$ cat src/rtl/p405s_exe_pkg.sv
// p405s_exe_pkg: shared types and state encoding for the logical-unit writeback stage
package p405s_exe_pkg;
  localparam int RT_W  = 5;
  localparam int CNT_W = 7;
  localparam logic [1:0] ST_EMPTY = 2'b00;
  localparam logic [1:0] ST_ONE   = 2'b01;
  localparam logic [1:0] ST_TWO   = 2'b10;
  typedef enum logic [1:0] {
    S_EMPTY = ST_EMPTY,
    S_ONE   = ST_ONE,
    S_TWO   = ST_TWO
  } skid_state_e;
  typedef struct packed {
    logic [0:31]     data;
    logic [RT_W-1:0] rt;
    logic [0:3]      cr0;
    logic            rc;
    logic            dlmzb;
  } wb_entry_t;
endpackage

$ cat src/rtl/p405s_logical_wb_stage_if.sv
// p405s_logical_wb_stage_if: EXE-side capture and writeback-side handshake signals
interface p405s_logical_wb_stage_if;
  import p405s_exe_pkg::*;
  logic             exeValid;
  logic             exeReady;
  logic [0:31]      logicalOut;
  logic [0:2]       logicalCcBits;
  logic             dlmzb;
  logic             exeRc;
  logic [RT_W-1:0]  exeRt;
  logic             xerSO;
  logic             exeFlush;
  logic             wbValid;
  logic             wbReady;
  logic [0:31]      wbData;
  logic [RT_W-1:0]  wbRt;
  logic             wbCr0We;
  logic [0:3]       wbCr0;
  logic             wbXerCntWe;
  logic [CNT_W-1:0] wbXerCnt;
  modport slave (
    input  exeValid, logicalOut, logicalCcBits, dlmzb, exeRc, exeRt, xerSO, exeFlush, wbReady,
    output exeReady, wbValid, wbData, wbRt, wbCr0We, wbCr0, wbXerCntWe, wbXerCnt
  );
  modport master (
    output exeValid, logicalOut, logicalCcBits, dlmzb, exeRc, exeRt, xerSO, exeFlush, wbReady,
    input  exeReady, wbValid, wbData, wbRt, wbCr0We, wbCr0, wbXerCntWe, wbXerCnt
  );
endinterface

$ cat src/rtl/p405s_skid2.sv
// p405s_skid2: two-entry skid buffer (head + skid) with flush, strict FIFO order
module p405s_skid2
  import p405s_exe_pkg::*;
(
  input  logic      clk,
  input  logic      rst,
  input  logic      push_i,
  input  logic      pop_i,
  input  logic      flush_i,
  input  wb_entry_t din_i,
  output logic      ready_o,
  output logic      valid_o,
  output wb_entry_t dout_o
);
  skid_state_e state_q, state_d;
  wb_entry_t   head_q, head_d, skid_q, skid_d;
  logic        push, pop;
  assign ready_o = state_q != S_TWO;
  assign valid_o = state_q != S_EMPTY;
  assign dout_o  = head_q;
  assign push    = push_i & ready_o & ~flush_i;
  assign pop     = pop_i & valid_o;
  // next state and entry movement; flush clears everything back to the reset image
  always_comb begin
    state_d = state_q;
    head_d  = head_q;
    skid_d  = skid_q;
    case (state_q)
      S_EMPTY: if (push) begin
        head_d  = din_i;
        state_d = S_ONE;
      end
      S_ONE: begin
        if (push && !pop) begin
          skid_d  = din_i;
          state_d = S_TWO;
        end else if (push && pop) head_d = din_i;
        else if (pop) begin
          head_d  = '0;
          state_d = S_EMPTY;
        end
      end
      S_TWO: if (pop) begin
        head_d  = skid_q;
        skid_d  = '0;
        state_d = S_ONE;
      end
      default: state_d = S_EMPTY;
    endcase
    if (flush_i) begin
      state_d = S_EMPTY;
      head_d  = '0;
      skid_d  = '0;
    end
  end
  // state and entry registers
  always_ff @(posedge clk) begin
    if (rst) begin
      state_q <= S_EMPTY;
      head_q  <= '0;
      skid_q  <= '0;
    end else begin
      state_q <= state_d;
      head_q  <= head_d;
      skid_q  <= skid_d;
    end
  end
endmodule

$ cat src/rtl/p405s_logical_wb_stage.sv
// p405s_logical_wb_stage: captures logical results with CR0/XER info and feeds writeback via a skid buffer
module p405s_logical_wb_stage
  import p405s_exe_pkg::*;
(
  input logic                      CB,
  input logic                      resetCore,
  p405s_logical_wb_stage_if.slave  wb
);
  wb_entry_t din, head;
  logic      valid;
  assign din = '{
    data:  wb.logicalOut,
    rt:    wb.exeRt,
    cr0:   {wb.logicalCcBits, wb.xerSO},
    rc:    wb.exeRc,
    dlmzb: wb.dlmzb
  };
  p405s_skid2 u_skid (
    .clk     (CB),
    .rst     (resetCore),
    .push_i  (wb.exeValid),
    .pop_i   (wb.wbReady),
    .flush_i (wb.exeFlush),
    .din_i   (din),
    .ready_o (wb.exeReady),
    .valid_o (valid),
    .dout_o  (head)
  );
  assign wb.wbValid    = valid;
  assign wb.wbData     = head.data;
  assign wb.wbRt       = head.rt;
  assign wb.wbCr0      = head.cr0;
  assign wb.wbCr0We    = valid & head.rc;
  assign wb.wbXerCntWe = valid & head.dlmzb;
  assign wb.wbXerCnt   = head.data[25:31];
endmodule
$ cat src/flat_wrapper.sv
// flat-port wrapper written by rule: the top's interface ports become plain ports
module p405s_logical_wb_stage_flat import p405s_exe_pkg::*;
  (CB, resetCore, wb_exeValid, wb_logicalOut, wb_logicalCcBits, wb_dlmzb, wb_exeRc, wb_exeRt, wb_xerSO, wb_exeFlush, wb_wbReady, wb_exeReady, wb_wbValid, wb_wbData, wb_wbRt, wb_wbCr0We, wb_wbCr0, wb_wbXerCntWe, wb_wbXerCnt);
  p405s_logical_wb_stage_if wb_i ();
  input logic CB;
  input logic resetCore;
  input wire logic [$bits(wb_i.exeValid)-1:0] wb_exeValid;
  input wire logic [$bits(wb_i.logicalOut)-1:0] wb_logicalOut;
  input wire logic [$bits(wb_i.logicalCcBits)-1:0] wb_logicalCcBits;
  input wire logic [$bits(wb_i.dlmzb)-1:0] wb_dlmzb;
  input wire logic [$bits(wb_i.exeRc)-1:0] wb_exeRc;
  input wire logic [$bits(wb_i.exeRt)-1:0] wb_exeRt;
  input wire logic [$bits(wb_i.xerSO)-1:0] wb_xerSO;
  input wire logic [$bits(wb_i.exeFlush)-1:0] wb_exeFlush;
  input wire logic [$bits(wb_i.wbReady)-1:0] wb_wbReady;
  output wire logic [$bits(wb_i.exeReady)-1:0] wb_exeReady;
  output wire logic [$bits(wb_i.wbValid)-1:0] wb_wbValid;
  output wire logic [$bits(wb_i.wbData)-1:0] wb_wbData;
  output wire logic [$bits(wb_i.wbRt)-1:0] wb_wbRt;
  output wire logic [$bits(wb_i.wbCr0We)-1:0] wb_wbCr0We;
  output wire logic [$bits(wb_i.wbCr0)-1:0] wb_wbCr0;
  output wire logic [$bits(wb_i.wbXerCntWe)-1:0] wb_wbXerCntWe;
  output wire logic [$bits(wb_i.wbXerCnt)-1:0] wb_wbXerCnt;
  assign wb_i.exeValid = wb_exeValid;
  assign wb_i.logicalOut = wb_logicalOut;
  assign wb_i.logicalCcBits = wb_logicalCcBits;
  assign wb_i.dlmzb = wb_dlmzb;
  assign wb_i.exeRc = wb_exeRc;
  assign wb_i.exeRt = wb_exeRt;
  assign wb_i.xerSO = wb_xerSO;
  assign wb_i.exeFlush = wb_exeFlush;
  assign wb_i.wbReady = wb_wbReady;
  assign wb_exeReady = wb_i.exeReady;
  assign wb_wbValid = wb_i.wbValid;
  assign wb_wbData = wb_i.wbData;
  assign wb_wbRt = wb_i.wbRt;
  assign wb_wbCr0We = wb_i.wbCr0We;
  assign wb_wbCr0 = wb_i.wbCr0;
  assign wb_wbXerCntWe = wb_i.wbXerCntWe;
  assign wb_wbXerCnt = wb_i.wbXerCnt;
  p405s_logical_wb_stage u_core (.CB(CB), .resetCore(resetCore), .wb(wb_i));
endmodule
$ cat config.mk
export PLATFORM = sky130hd
export DESIGN_NAME = p405s_logical_wb_stage_flat
export DESIGN_NICKNAME = d
export VERILOG_FILES = /design/src/rtl/p405s_exe_pkg.sv /design/src/rtl/p405s_logical_wb_stage_if.sv /design/src/rtl/p405s_skid2.sv /design/src/rtl/p405s_logical_wb_stage.sv /design/src/flat_wrapper.sv
export SDC_FILE = /design/constraint.sdc
export NUM_CORES = 1
export LEC_CHECK = 0
export CELL_PAD_IN_SITES_DETAIL_PLACEMENT = 1
export CELL_PAD_IN_SITES_GLOBAL_PLACEMENT = 1
export CORE_ASPECT_RATIO = 0.8
export CORE_UTILIZATION = 45
export CTS_BUF_LIST = sky130_fd_sc_hd__clkbuf_8
export DETAILED_ROUTE_END_ITERATION = 8
export DONT_BUFFER_PORTS = 1
export MAX_ROUTING_LAYER = met4
export PLACE_DENSITY = 0.82
export SYNTH_ARGS = -nofsm -noshare
export SYNTH_HDL_FRONTEND = slang
export SYNTH_HIERARCHICAL = 1
export SYNTH_SLANG_ARGS = --single-unit
$ cat constraint.sdc
create_clock -name CB -period 1.6 [get_ports CB]
set_input_delay 0.16 -clock CB [delete_from_list [all_inputs] [get_ports CB]]
set_output_delay 0.16 -clock CB [all_outputs]
set_load 0.01 [all_outputs]
==> flow_summary.yaml, run 1 <==
run_status:
  run_status: "complete, but fails checks"
  violated_checks: "negative setup slack"
routing:
  drc: 0
  count_of_antenna_violating_nets_left_after_detailed_routing: 0
  drt_pass1_iterations: 4
  drtIter0Drc: 121
  detail_route.vias_per_cell: 6.11
  wl_per_cell_um: 23.6
  route.vias.total: 3623
  detail_route.wirelength_um: 14000
clock_tree:
  ctsHtreeMaxLevel: 3
  cts_max_path_buffers: 2
  cts-buffers-inserted: 9
  clkSlewWorstSetupHoldPaths_ns: 0.10
  cts_tree: "yes"
  clock_latency_ns: 0.38
  root_buffer: "sky130_fd_sc_hd__clkbuf_8"
  cts.sinks: 88
timing:
  fmax_ghz: 0.564
  setup_viol_count_final: 88
  final_hold_viol_count: 0
  setup_repair_after_global_routing_missed_its_margin: "yes"
  max-slew-margin-rel_pct: 35.5
  tightest_slew_ns: 0.968
  setup_ws_ns: -0.174
  post-route-min-period_ns: 1.77
  slew_violations: 0
  worst_clock_skew_ns: 0.0211
  post-route-period-util_pct: 111
setup_path:
  endpoint: "u_core/u_skid/skid_q[19]"
  worst_path_dominant_cell_family: "compound AO/OA/AOI/OAI gates"
  criticalPathCategory: "reg2reg"
  critPathArrivalTime_ns: 2.06
  critPathCaptureType: "flip-flop"
  worst-path-stages: 7
  crit_path_max_incr_delay_ns: 0.41
  worstPathMaxFanout: 15
  worst_path_max_delay_cell: "sky130_fd_sc_hd__dfxtp_4"
  cp_num_buf_inv: 2
  r2r-start: "u_core/u_skid/state_q[0]"
  internal_reg_to_reg_setup_slack_ns: -0.17
  crit_start: "u_core/u_skid/state_q[0]"
  worst_path_required_time_ns: 1.89
  critical_path.cell_chain: "inv_4, ha_4, nand4bb_4, o21ai_4, buf_6, nand3_1, a21oi_1"
  timing.rr.end: "u_core/u_skid/skid_q[19]"
  worst_r2r_path_depth: 7
  critical_path.startpoint_type: "flip-flop"
cells_and_area:
  layoutNonFillerInstCount: 593
  final_net_count: 528
  layout_cell_share_with_drive_strength_beyond_1_pct: 26.0
  layout_common_cells: "sky130_fd_sc_hd__dfxtp_1, sky130_fd_sc_hd__dlygate4sd3_1, sky130_fd_sc_hd__a21oi_1"
  antenna_cells: 0
  layout-area-overhead-vs-synth_pct: 29.0
  postLayoutCoreUtil_pct: 60.9
  mostFrequentLayoutCell: "sky130_fd_sc_hd__dfxtp_1"
  stdcell_area_um2: 5230
floorplan:
  ioPinCount: 100
  num_rows: 30
  floorplan.die.height_um: 86.9
  initial_utilization_pct: 47.2
  die_area_um2: 9400
  floorplan.core_area_um2: 8600
  die-width_um: 108
synth:
  sequential_element_share_of_the_synthesized_area_pct: 43.4
  yosysTopAreaCell: "sky130_fd_sc_hd__dfxtp_1"
  synth.net_count: 480
  synthTopCellsByArea: "sky130_fd_sc_hd__dfxtp_1, sky130_fd_sc_hd__a221oi_2, sky130_fd_sc_hd__a21oi_1, sky130_fd_sc_hd__nand3_1, sky130_fd_sc_hd__nor2_1"
  synth_warnings: 6
  synth_edf_count: 0
  synthDominantCellAreaShare_pct: 43.4
  asyncSetResetFlopFracSynth_pct: 0
  number_of_standard_cells_after_synthesis: 428
  mappedNetlistArea_um2: 4060
  synthesis.area_per_instance_um2: 9.48
  synth_top_flop_cell: "sky130_fd_sc_hd__dfxtp_1"
  synth_seq_cells: 88
  synth_unique_cells: 38
placed_design:
  place.port_buffers: 0
  numPlacedInstances: 519
  finalWeightedCongestion: 0.818
  hpwl_um: 7290
  dpl-instance-area_um2: 4100
global_routing:
  antenna_found_initial: 0
  grt_start_max_net_pins: 46
  grt_first_pass_wirelength_um: 20300
  grt_util_all_layers_pct: 29.5
  groute.layer.met3.usage_pct: 7.18
  top_usage_layer: "met2"
  global_route_congestion_overflow_total: 0
  grt_use_met1_pct: 34.8
  number_of_global_route_vias_before_repair: 3774
  met2_usage_pct: 48.1
power:
  pwr_density_cell_nw_per_um2: 896
  p_total_mw: 4.69
  cellLeakagePower_nw: 1.82
  vdd.ir_drop.worst_uv: 612
run:
  max_cap_violations: 0
min_path:
  hold_path.class: "in2reg"
-- worst min-delay path, stage by stage --
cell and delay [ns]:
sky130_fd_sc_hd__nor2_4 0.04, sky130_fd_sc_hd__o21ai_0 0.10, sky130_fd_sc_hd__nor2_1 0.05
-- sequential cells by signal (all words and copies together) (netlist names) --
signal	count
u_core/u_skid/dout_o	43
u_core/u_skid/skid_q	43
u_core/u_skid/state_q	2
-- Yosys cell counts, types with 2 or more instances --
cell type	n
sky130_fd_sc_hd__o21bai_1	2
sky130_fd_sc_hd__nand2_1	43
sky130_fd_sc_hd__buf_8	7
sky130_fd_sc_hd__buf_2	4
sky130_fd_sc_hd__nand2b_1	2
sky130_fd_sc_hd__a21oi_1	46
sky130_fd_sc_hd__inv_1	2
sky130_fd_sc_hd__a221oi_1	13
sky130_fd_sc_hd__clkbuf_1	8
sky130_fd_sc_hd__and2_1	3
sky130_fd_sc_hd__o21ai_0	25
sky130_fd_sc_hd__clkbuf_4	4
sky130_fd_sc_hd__buf_12	3
sky130_fd_sc_hd__buf_4	9
sky130_fd_sc_hd__o21ai_1	20
sky130_fd_sc_hd__ha_1	4
sky130_fd_sc_hd__o21ai_4	2
sky130_fd_sc_hd__a221oi_2	30
sky130_fd_sc_hd__buf_6	7
sky130_fd_sc_hd__dfxtp_1	88
sky130_fd_sc_hd__clkbuf_8	2
sky130_fd_sc_hd__nor2_1	44
sky130_fd_sc_hd__nand3_1	43
sky130_fd_sc_hd__or3_1	2
sky130_fd_sc_hd__dlygate4sd1_1	2
-- per-stage QoR --
step	setup TNS [ns]	worst slack (ns)	hold slack, ns
4_1_cts	-7.37	-0.110	0.000308
6_report	-7.55	-0.174	0.0249
2_1_floorplan	-0.00455	-0.00455	0.311
3_5_place_dp	-11.37	-0.225	0.323
3_3_place_gp	-3.00	-0.0708	0.315
5_1_grt	-13.35	-0.252	0.0307
-- how the worst min path moves through the flow --
stage,from,endpoint,slack (ns),depth (start not counted)
after CTS,resetCore,u_core/u_skid/dout_o[39],0.0003,3
after global routing,resetCore,u_core/u_skid/dout_o[39],0.03,3
after detailed placement,wb_logicalCcBits[0],u_core/u_skid/dout_o[3],0.32,2
after floorplan,wb_dlmzb,u_core/u_skid/dout_o[0],0.31,2
final,resetCore,u_core/u_skid/dout_o[39],0.02,3
after global placement,wb_xerSO,u_core/u_skid/dout_o[2],0.32,2
-- area by class of cell --
class                           instances  area [µm²]
Multi-Input combinational cell        290        2080
Sequential cell                        88        1770
Inverter                                4        30.0
Tap cell                              112         140
Clock buffer                           12         165
Clock inverter                          4        51.3
Timing Repair Buffer                   83         997
Fill cell                             950        3360
-- what timing repair did --
| action | in CTS | in global routing |
|---|---|---|
| hold buffers | 45 | 0 |
| endpoints found under the setup margin | 91 | 91 |
| pin swaps | 16 | 7 |
| cloned | 1 | 3 |
| hold endpoints to repair | 86 | 0 |
| setup buffers | 2 | 7 |
| resized for setup | 23 | 31 |
-- layer usage --
metal	part of all wire, %	routed length (µm)	up-vias
li1	-	-	1634
met1	42	5800	1848
met2	51	7060	110
met3	5.8	817	31
met4	2.1	291	0
met5	0	0	-
-- power by group --
part / leakage (nW) / total (mW) / internal [mW] / switching [mW]
Combinational: 1.00 / 0.670 / 0.318 / 0.352
Clock: 0.109 / 1.70 / 0.851 / 0.847
Sequential: 0.714 / 2.32 / 2.25 / 0.0734
Total: 1.82 / 4.69 / 3.42 / 1.27
-- logic make-up (layout without fill, tap and decap cells) --
kind of cell             after synthesis  in the layout  synth area share, %
flip-flops                            88             88                 43.4
AND/OR/NAND/NOR                      143            143                 16.3
multiplexers                           1              1                0.247
AO/OA/AOI/OAI                        142            142                 27.3
buffers and inverters                 50            103                 11.5
adder cells (fa/ha/maj)                4              4                 1.23
Note: power is estimated with default switching activity, not from simulation.
==> run 2: changes to the inputs <==
--- a/config.mk
+++ b/config.mk
@@ -5,6 +5,7 @@
 export SDC_FILE = /design/constraint.sdc
 export NUM_CORES = 1
 export LEC_CHECK = 0
+export CAP_MARGIN = 20
 export CELL_PAD_IN_SITES_DETAIL_PLACEMENT = 1
 export CELL_PAD_IN_SITES_GLOBAL_PLACEMENT = 1
 export CORE_ASPECT_RATIO = 0.8
==> results of run 2 <==
Same layout as run 1: the final DEF is identical, and so are final timing and power.
